--- src/rtl/l1_cache_responder.sv ---
`default_nettype none
// ============================================================================
// Module   : l1_cache_responder
// Brief    : Direct-mapped write-back L1 cache with a zero-cycle hit path.
//            Misses are handled with 128-bit line writebacks and fills.
// Revision : 1.0 - initial release
// ============================================================================
module l1_cache_responder #(
    parameter int S_INDEX  = 3,
    parameter int S_OFFSET = 4
) (
    input  logic         clk,
    input  logic         reset,
    input  logic         mem_read,
    input  logic         mem_write,
    input  logic [1:0]   mem_wmask,
    input  logic [15:0]  mem_address,
    input  logic [15:0]  mem_wdata,
    output logic         mem_resp,
    output logic [15:0]  mem_rdata,
    output logic         pmem_read,
    output logic         pmem_write,
    output logic [15:0]  pmem_address,
    output logic [127:0] pmem_wdata,
    input  logic         pmem_resp,
    input  logic [127:0] pmem_rdata
);

    localparam int c_SETS   = 1 << S_INDEX;
    localparam int c_LINE_W = 8 << S_OFFSET;
    localparam int c_TAG_W  = 16 - S_INDEX - S_OFFSET;
    localparam int c_WORD_W = S_OFFSET - 1;

    typedef enum logic [1:0] {
        S_IDLE      = 2'd0,
        S_WRITEBACK = 2'd1,
        S_ALLOCATE  = 2'd2
    } state_t;

    state_t                r_state;
    logic [c_SETS-1:0]     r_valid;
    logic [c_SETS-1:0]     r_dirty;
    logic [c_TAG_W-1:0]    r_tag  [c_SETS];
    logic [c_LINE_W-1:0]   r_data [c_SETS];

    logic                  r_pmem_read;
    logic                  r_pmem_write;
    logic [15:0]           r_pmem_address;
    logic [c_LINE_W-1:0]   r_pmem_wdata;

    logic [c_TAG_W-1:0]    w_tag;
    logic [S_INDEX-1:0]    w_index;
    logic [c_WORD_W-1:0]   w_word;
    logic [S_INDEX-1:0]    w_fill_index;
    logic [c_WORD_W+3:0]   w_bit_lo;
    logic [c_WORD_W+3:0]   w_bit_hi;
    logic [c_LINE_W-1:0]   w_line;
    logic                  w_req;
    logic                  w_hit;
    logic                  w_resp;
    logic                  w_do_write;
    logic                  w_fill;
    logic                  w_unused_addr_bit;

    assign w_tag        = mem_address[15 -: c_TAG_W];
    assign w_index      = mem_address[S_OFFSET +: S_INDEX];
    assign w_word       = mem_address[1 +: c_WORD_W];
    assign w_fill_index = r_pmem_address[S_OFFSET +: S_INDEX];
    assign w_bit_lo     = {w_word, 4'b0000};
    assign w_bit_hi     = {w_word, 4'b1000};
    assign w_line       = r_data[w_index];
    assign w_unused_addr_bit = mem_address[0];

    assign w_req      = mem_read | mem_write;
    assign w_hit      = r_valid[w_index] && (r_tag[w_index] == w_tag);
    assign w_resp     = (r_state == S_IDLE) && w_req && w_hit;
    assign w_do_write = w_resp && mem_write && (mem_wmask != 2'b00);
    assign w_fill     = (r_state == S_ALLOCATE) && pmem_resp;

    assign mem_resp     = w_resp;
    assign mem_rdata    = w_resp ? w_line[w_bit_lo +: 16] : 16'h0000;
    assign pmem_read    = r_pmem_read;
    assign pmem_write   = r_pmem_write;
    assign pmem_address = r_pmem_address;
    assign pmem_wdata   = r_pmem_wdata;

    // Line storage; the fill target comes from the latched line address so a
    // request that changes mid-miss cannot redirect the incoming line.
    always_ff @(posedge clk) begin
        if (!reset) begin
            if (w_fill) begin
                r_data[w_fill_index] <= pmem_rdata;
                r_tag[w_fill_index]  <= r_pmem_address[15 -: c_TAG_W];
            end else if (w_do_write) begin
                if (mem_wmask[0]) r_data[w_index][w_bit_lo +: 8] <= mem_wdata[7:0];
                if (mem_wmask[1]) r_data[w_index][w_bit_hi +: 8] <= mem_wdata[15:8];
            end
        end
    end

    always_ff @(posedge clk) begin
        if (reset) begin
            r_state        <= S_IDLE;
            r_valid        <= '0;
            r_dirty        <= '0;
            r_pmem_read    <= 1'b0;
            r_pmem_write   <= 1'b0;
            r_pmem_address <= '0;
            r_pmem_wdata   <= '0;
        end else begin
            case (r_state)
                S_IDLE: begin
                    if (w_req) begin
                        if (w_hit) begin
                            if (w_do_write) r_dirty[w_index] <= 1'b1;
                        end else if (r_valid[w_index] && r_dirty[w_index]) begin
                            r_state        <= S_WRITEBACK;
                            r_pmem_write   <= 1'b1;
                            r_pmem_address <= {r_tag[w_index], w_index, {S_OFFSET{1'b0}}};
                            r_pmem_wdata   <= w_line;
                        end else begin
                            r_state        <= S_ALLOCATE;
                            r_pmem_read    <= 1'b1;
                            r_pmem_address <= {w_tag, w_index, {S_OFFSET{1'b0}}};
                        end
                    end
                end
                S_WRITEBACK: begin
                    if (pmem_resp) begin
                        r_dirty[w_fill_index] <= 1'b0;
                        r_state        <= S_ALLOCATE;
                        r_pmem_write   <= 1'b0;
                        r_pmem_wdata   <= '0;
                        r_pmem_read    <= 1'b1;
                        r_pmem_address <= {w_tag, w_index, {S_OFFSET{1'b0}}};
                    end
                end
                S_ALLOCATE: begin
                    if (pmem_resp) begin
                        r_valid[w_fill_index] <= 1'b1;
                        r_dirty[w_fill_index] <= 1'b0;
                        r_state        <= S_IDLE;
                        r_pmem_read    <= 1'b0;
                        r_pmem_address <= '0;
                    end
                end
                default: begin
                    r_state        <= S_IDLE;
                    r_pmem_read    <= 1'b0;
                    r_pmem_write   <= 1'b0;
                    r_pmem_address <= '0;
                    r_pmem_wdata   <= '0;
                end
            endcase
        end
    end

endmodule
`default_nettype wire

--- config.mk ---
export PLATFORM = sky130hd
export DESIGN_NAME = l1_cache_responder
export DESIGN_NICKNAME = d
export VERILOG_FILES = /design/src/rtl/l1_cache_responder.sv
export SDC_FILE = /design/constraint.sdc
export NUM_CORES = 2
export LEC_CHECK = 0
export BUFFER_PORTS_ARGS = -buffer_cell sky130_fd_sc_hd__buf_2
export CAP_MARGIN = 5
export CORE_ASPECT_RATIO = 0.75
export CORE_MARGIN = 4
export CORE_UTILIZATION = 55
export DETAILED_ROUTE_END_ITERATION = 16
export PLACE_DENSITY = 0.83
export SLEW_MARGIN = 30
export SYNTH_ARGS = -nofsm -noshare
export SYNTH_HDL_FRONTEND = slang
export SYNTH_SLANG_ARGS = --single-unit
export TNS_END_PERCENT = 50
--- constraint.sdc ---
create_clock -name clk -period 8.05 [get_ports clk]
set_input_delay 0.805 -clock clk [delete_from_list [all_inputs] [get_ports clk]]
set_output_delay 0.805 -clock clk [all_outputs]
set_load 0.05 [all_outputs]
# Word-level counts from Yosys, hierarchy flattened
# Memory sizes are Yosys's and may differ from the RTL's.
# Cells that the tools add are included.
# W data, S select, Z words.
# totals
mem_bits_rw,1096
regBits,164
word_cells,370
output_inout_bits,163
n_memories,2
# memory_table
memory,depth,width,rd,rd_ports_with_merged_regs,wr,line_no,source
r_data,8,128,1,0,1,44,logic [c_LINE_W-1:0] r_data [c_SETS];
r_tag,8,9,1,0,1,43,logic [c_TAG_W-1:0] r_tag [c_SETS];
# op_classes
addsub,2
n_bitwise,134
n_shift,5
magnitude_cmp,4
n_reduce_logical,19
mux,185
eq_ne,12
# ops
op,count
$mux W128,8
$pmux W128 S3,1
$shift A8 B9 Y128 const A,2
$shiftx A8 B9 Y128,2
$mux W1,151
$or A1 B1 Y1,129
$reduce_or A128 Y1,1
$shiftx A128 B8 Y16,1
$mux W16,6
$pmux W16 S3,1
$mux W8,4
$neg A7 Y9,2
$or A8 B8 Y8,2
$pmux W8 S2,1
$reduce_and A5 Y1,3
$ne A2 B2 Y1 const B,7
$mux W2,5
$eq A9 B9 Y1,1
$logic_and A1 B1 Y1,9
$and A8 B8 Y8,1
$lt A3 B4 Y1 const B,2
$not A8 Y8,1
$bmux W1 S3,2
$demux W1 S3,2
13 further kinds,17

# Logic depth before layout (Yosys ltp)
# logic_depth
ltp_word,13
mapped_depth,17
depth_no_buf,10

# Worst setup path after synthesis
# OpenSTA, ideal clock, no wires.
# synth_timing
path_type,input port to output port
start,input mem_address[5]
end,output mem_rdata[0]
path_slack_ns,2.828
t_arrival_ns,4.417
n_path_buf,5
path_stages,12
t_required_ns,7.245
path_cell_list,buf_2 > buf_4 > buf_2 > mux4_2 > mux2i_1 > xor2_1 > nand3_1 > or3_1 > or3_1 > clkbuf_1 > clkbuf_1 > a211oi_1
# synth_via
elab_chain_len,5
# synth_lines
element,line_no,source
start: declaration,17,"input logic [15:0] mem_address,"
branches (longest 4 deep; another with $mem_v2 Z8 W128),--,
$mux W16 (*),81,assign mem_rdata = w_resp ? w_line[w_bit_lo +: 16] : 16'h0000;
end: declaration,20,"output logic [15:0] mem_rdata,"
# Every way passes the cells marked *. The select of a mux whose other input is x is not followed.

# Worst setup path in the final report
# layout_timing
start,input mem_address[4]
end,output mem_rdata[8]
# The elaborated chain is that of the path after synthesis.

==> implementation parameters <==
Parameter                              Value

Outcome
  Run status    finished, final reports clean

Power
  Internal power    between 10000 and 15000 uW
  Total net switching power    between 3000 and 4000 uW
  Sequential fraction of design power    51.6%
  Part of the total power dissipated in the clock network    39.4%
  Power share of the combinational group    ~9.0%
  Cell Pwr Density    ~250 nW/um2
  Sw Ratio    between 20% and 30%
  Reported leakage power    0.0185 uW
  Largest voltage drop on the vdd net    approximately 0.21 mV

Timing
  FMAX    150 MHz
  Total Neg Setup Slack    0 ps
  Post-Route Skew    about 45 ps
  Share of the clock period used by the worst path    82.6%
  Slew HR    about a fifth
  Final critical-path setup slack    about 1400 ps
  Setup repair after global routing missed its margin    no
  Slew at the pin closest to its max-slew limit    approximately 1200 ps
  Final Hold Viols    0
  Final Setup Violations    0
  Total count of max-transition violations in the final report    0
  Minimum clock period after layout    between 6000 and 7000 ps

Worst setup path
  Startpoint type of the worst setup path    input pin
  Max stage delay cell, worst path    and2_4
  Critical Path AT    between 5000 and 6000 ps
  Setup CP Type    in -> out
  Worst path max stage delay    about 800 ps
  Worst Path Buf+Inv    4
  Critical path cell sequence    buf_4 -> nor2b_1 -> buf_4 -> and2_4 -> buf_4 -> a22o_1 -> a221oi_1 -> and3_1 -> mux4_2 -> a211oi_1 -> buf_2
  CP delay by family, top    buffers and inverters
  Most used cell along the critical path    buf_4
  Largest fanout on the critical path    55
  R2R Setup Slk    about 3300 ps
  CP Capture Type    primary output
  Required time of the critical path    around 7200 ps

Detailed routing
  Total iterations of the first detailed-routing run    8
  Vias    roughly 34000
  Detailed-route vias per instance    between 7 and 8
  DRC errors left    0
  Total Wirelength    159 mm
  1st-iter DRT viols    ~6600
  Count of nets left with antenna violations after detail routing    0
  Post-detailed-route wirelength per cell    roughly 33 um

Global routing
  Overall fraction of global-route tracks in use    between 30 and 40%
  Largest net degree at the start of global routing    between 100 and 150
  Global-route wire length before repair    223 mm
  Number of antenna violations at the first check in global routing    14
  Vias in the first global route    between 30000 and 40000
  Final global-route overflow total    0

Die
  Boundary pin count    330
  Starting density of the core    55.8%
  Area of the core region    88100 um2
  Die width    353 um
  Standard-cell rows    between 90 and 100
  Chip Height    around 270 um
  Total Die Area    between 90000 and 100000 um2

Synth
  Mapped Area    between 40000 and 50000 um2
  Synth Flop Type    edfxtp_1
  Sequential share of the synthesized area    between 70 and 80%
  Mapped Cells    ~3300
  Warning count from the yosys run    0
  Post-synthesis cell type count    between 60 and 70
  Flip-flop and latch count after synthesis    between 1000 and 1500
  Number of flops mapped to enable cells by yosys    roughly 1100
  Share of async-settable or async-resettable flops after synthesis    0%
  Avg Inst Size Synth    between 10 and 15 um2

Placed design
  Pre-CTS setup slack    1830 ps
  Total instance count after detailed placement    between 4000 and 5000
  Detailed Place HPWL    100 mm
  Placer congestion estimate    approximately 0.93
  Input/output buffers    324

Clocking
  Post-CTS setup buffers    0
  Number of CTS-inserted buffers    between 100 and 150
  Buffer levels on the longest clock path    3
  Cells resized by post-CTS repair    0
  TritonCTS clock tree    yes
  Total number of clock tree sinks    approximately 1300
  H-tree level count    3
  Clock slew at the register clock pins of the worst setup and hold paths    roughly 60 ps
  Root buffer cell    clkbuf_16
  Worst-Skew Late Latency    just over 700 ps
  Hold-fix buffer count after cts    0

Flow run
  Number of maximum-capacitance constraint violations    0

Worst hold path
  Hold WC Path Type    reg -> reg

Final layout
  Synth-to-layout area growth    13.3%
  Top library cells by usage in the layout, fill and taps aside    edfxtp_1 (1096), a22oi_1 (338), buf_2 (322)
  Count of non-filler cells in the finished layout    4777
  Most frequent standard cell in the layout excluding fill and tap cells    edfxtp_1
  Fraction of layout instances using a drive strength above 1    18.1%
  Total number of nets in the final design    approximately 3700
[cells in the mapped netlist (all sizes together), types with 2 or more instances]
library cell,instances,area share [%]
edfxtp,1096,67
a22oi,338,5.2
nand2,247,1.9
nor2,187,1.4
clkbuf,163,1.2
dfxtp,160,6.5
nand3,153,1.6
o21ai,105,1.1
buf,103,0.95
a22o,100,1.8
a21oi,84,0.86
o31ai,83,1.3
a221oi,56,1.0
mux4,50,2.3
mux2i,45,0.99
and3,44,0.56
a211oi,35,0.54
and4,32,0.57
mux2,26,0.60
nand4,24,0.31
inv,21,0.16
nor3,18,0.18
a222oi,14,0.29
and2,11,0.14
o22ai,10,0.13
a21o,9,0.14
ha,9,0.23
nand2b,9,0.11
a221o,6,0.12
nor4,6,0.10
o211ai,5,0.076
or2,4,0.051
or3,4,0.051
xnor2,4,0.071
a41oi,3,0.053
nor2b,3,0.038
o21a,3,0.046
o311ai,3,0.053
xor2,3,0.053
nand3b,2,0.031
nor3b,2,0.041
o2bb2ai,2,0.036
or4,2,0.031
[kinds of logic (layout without fill, tap and decap cells)]
kind of cell	after synthesis	after routing	share of synthesized area, %
compound gates	861	861	12.7
xor+xnor	7	7	0.125
fa+ha+maj	9	9	0.229
buf+inv	287	609	2.36
flops	1256	1256	73.5
mux	121	121	3.88
other cells	1	11	0.00763
simple gates	751	751	7.19
[worst paths after layout]
kind | start | to | cells after the start
max | mem_address[4] | mem_rdata[8] | 11
min | r_valid[5]$_SDFFE_PP0P_ | r_valid[5]$_SDFFE_PP0P_ | 1
max reg2reg | r_tag[5][1]$_DFFE_PP_ | r_data[7][1]$_DFFE_PP_ | 9
min reg2reg | r_valid[5]$_SDFFE_PP0P_ | r_valid[5]$_SDFFE_PP0P_ | 1
[stage by stage]
| stage | power (uW) | hold slack, ps | cell area, um2 | util, % |
|---|---|---|---|---|
| after floorplan | 8060 | 420 | 49100 | - |
| after global placement | 8520 | 433 | 51700 | 58.7 |
| after detailed placement | 8550 | 440 | 51800 | 58.8 |
| after CTS | 13900 | 452 | 55600 | 63.1 |
| after global routing | 14300 | 464 | 55600 | 63.2 |
| final | 14000 | 454 | 55700 | 63.2 |
[layout make-up]
class | count | area [um2]
sequential | 1256 | 36100
fill | 5833 | 32400
multi-input combinational | 1753 | 12000
clock buffer | 146 | 3020
timing repair buffer | 376 | 2190
tap | 1152 | 1440
clock inverter | 66 | 743
inverter | 21 | 81.3
antenna | 7 | 17.5
[state kept, by name, indices dropped and copies added (netlist names)]
| register | flops |
|---|---|
| r_valid | 8 |
| pmem_wdata | 128 |
| r_tag | 72 |
| pmem_write | 1 |
| pmem_read | 1 |
| pmem_address | 12 |
| r_data | 1024 |
| r_state | 2 |
| r_dirty | 8 |
[power by group through the flow]
stage               Clock (uW)  Combinational (uW)  Sequential (uW)
finish                    5520                1260             7230
global route              5790                1280             7230
CTS                       5480                1200             7230
detailed placement           0                1190             7370
global placement             0                1160             7360
floorplan                    0                 549             7510
[metal layers]
metal	wire [um]	global-route usage (%)	vias to the layer above
li1	-	-	13556
met1	52900	42.2	16380
met2	67000	46.8	3341
met3	27700	14.4	704
met4	10900	17.6	16
met5	259	1.65	-
Note: power is estimated with default switching activity, not from simulation.
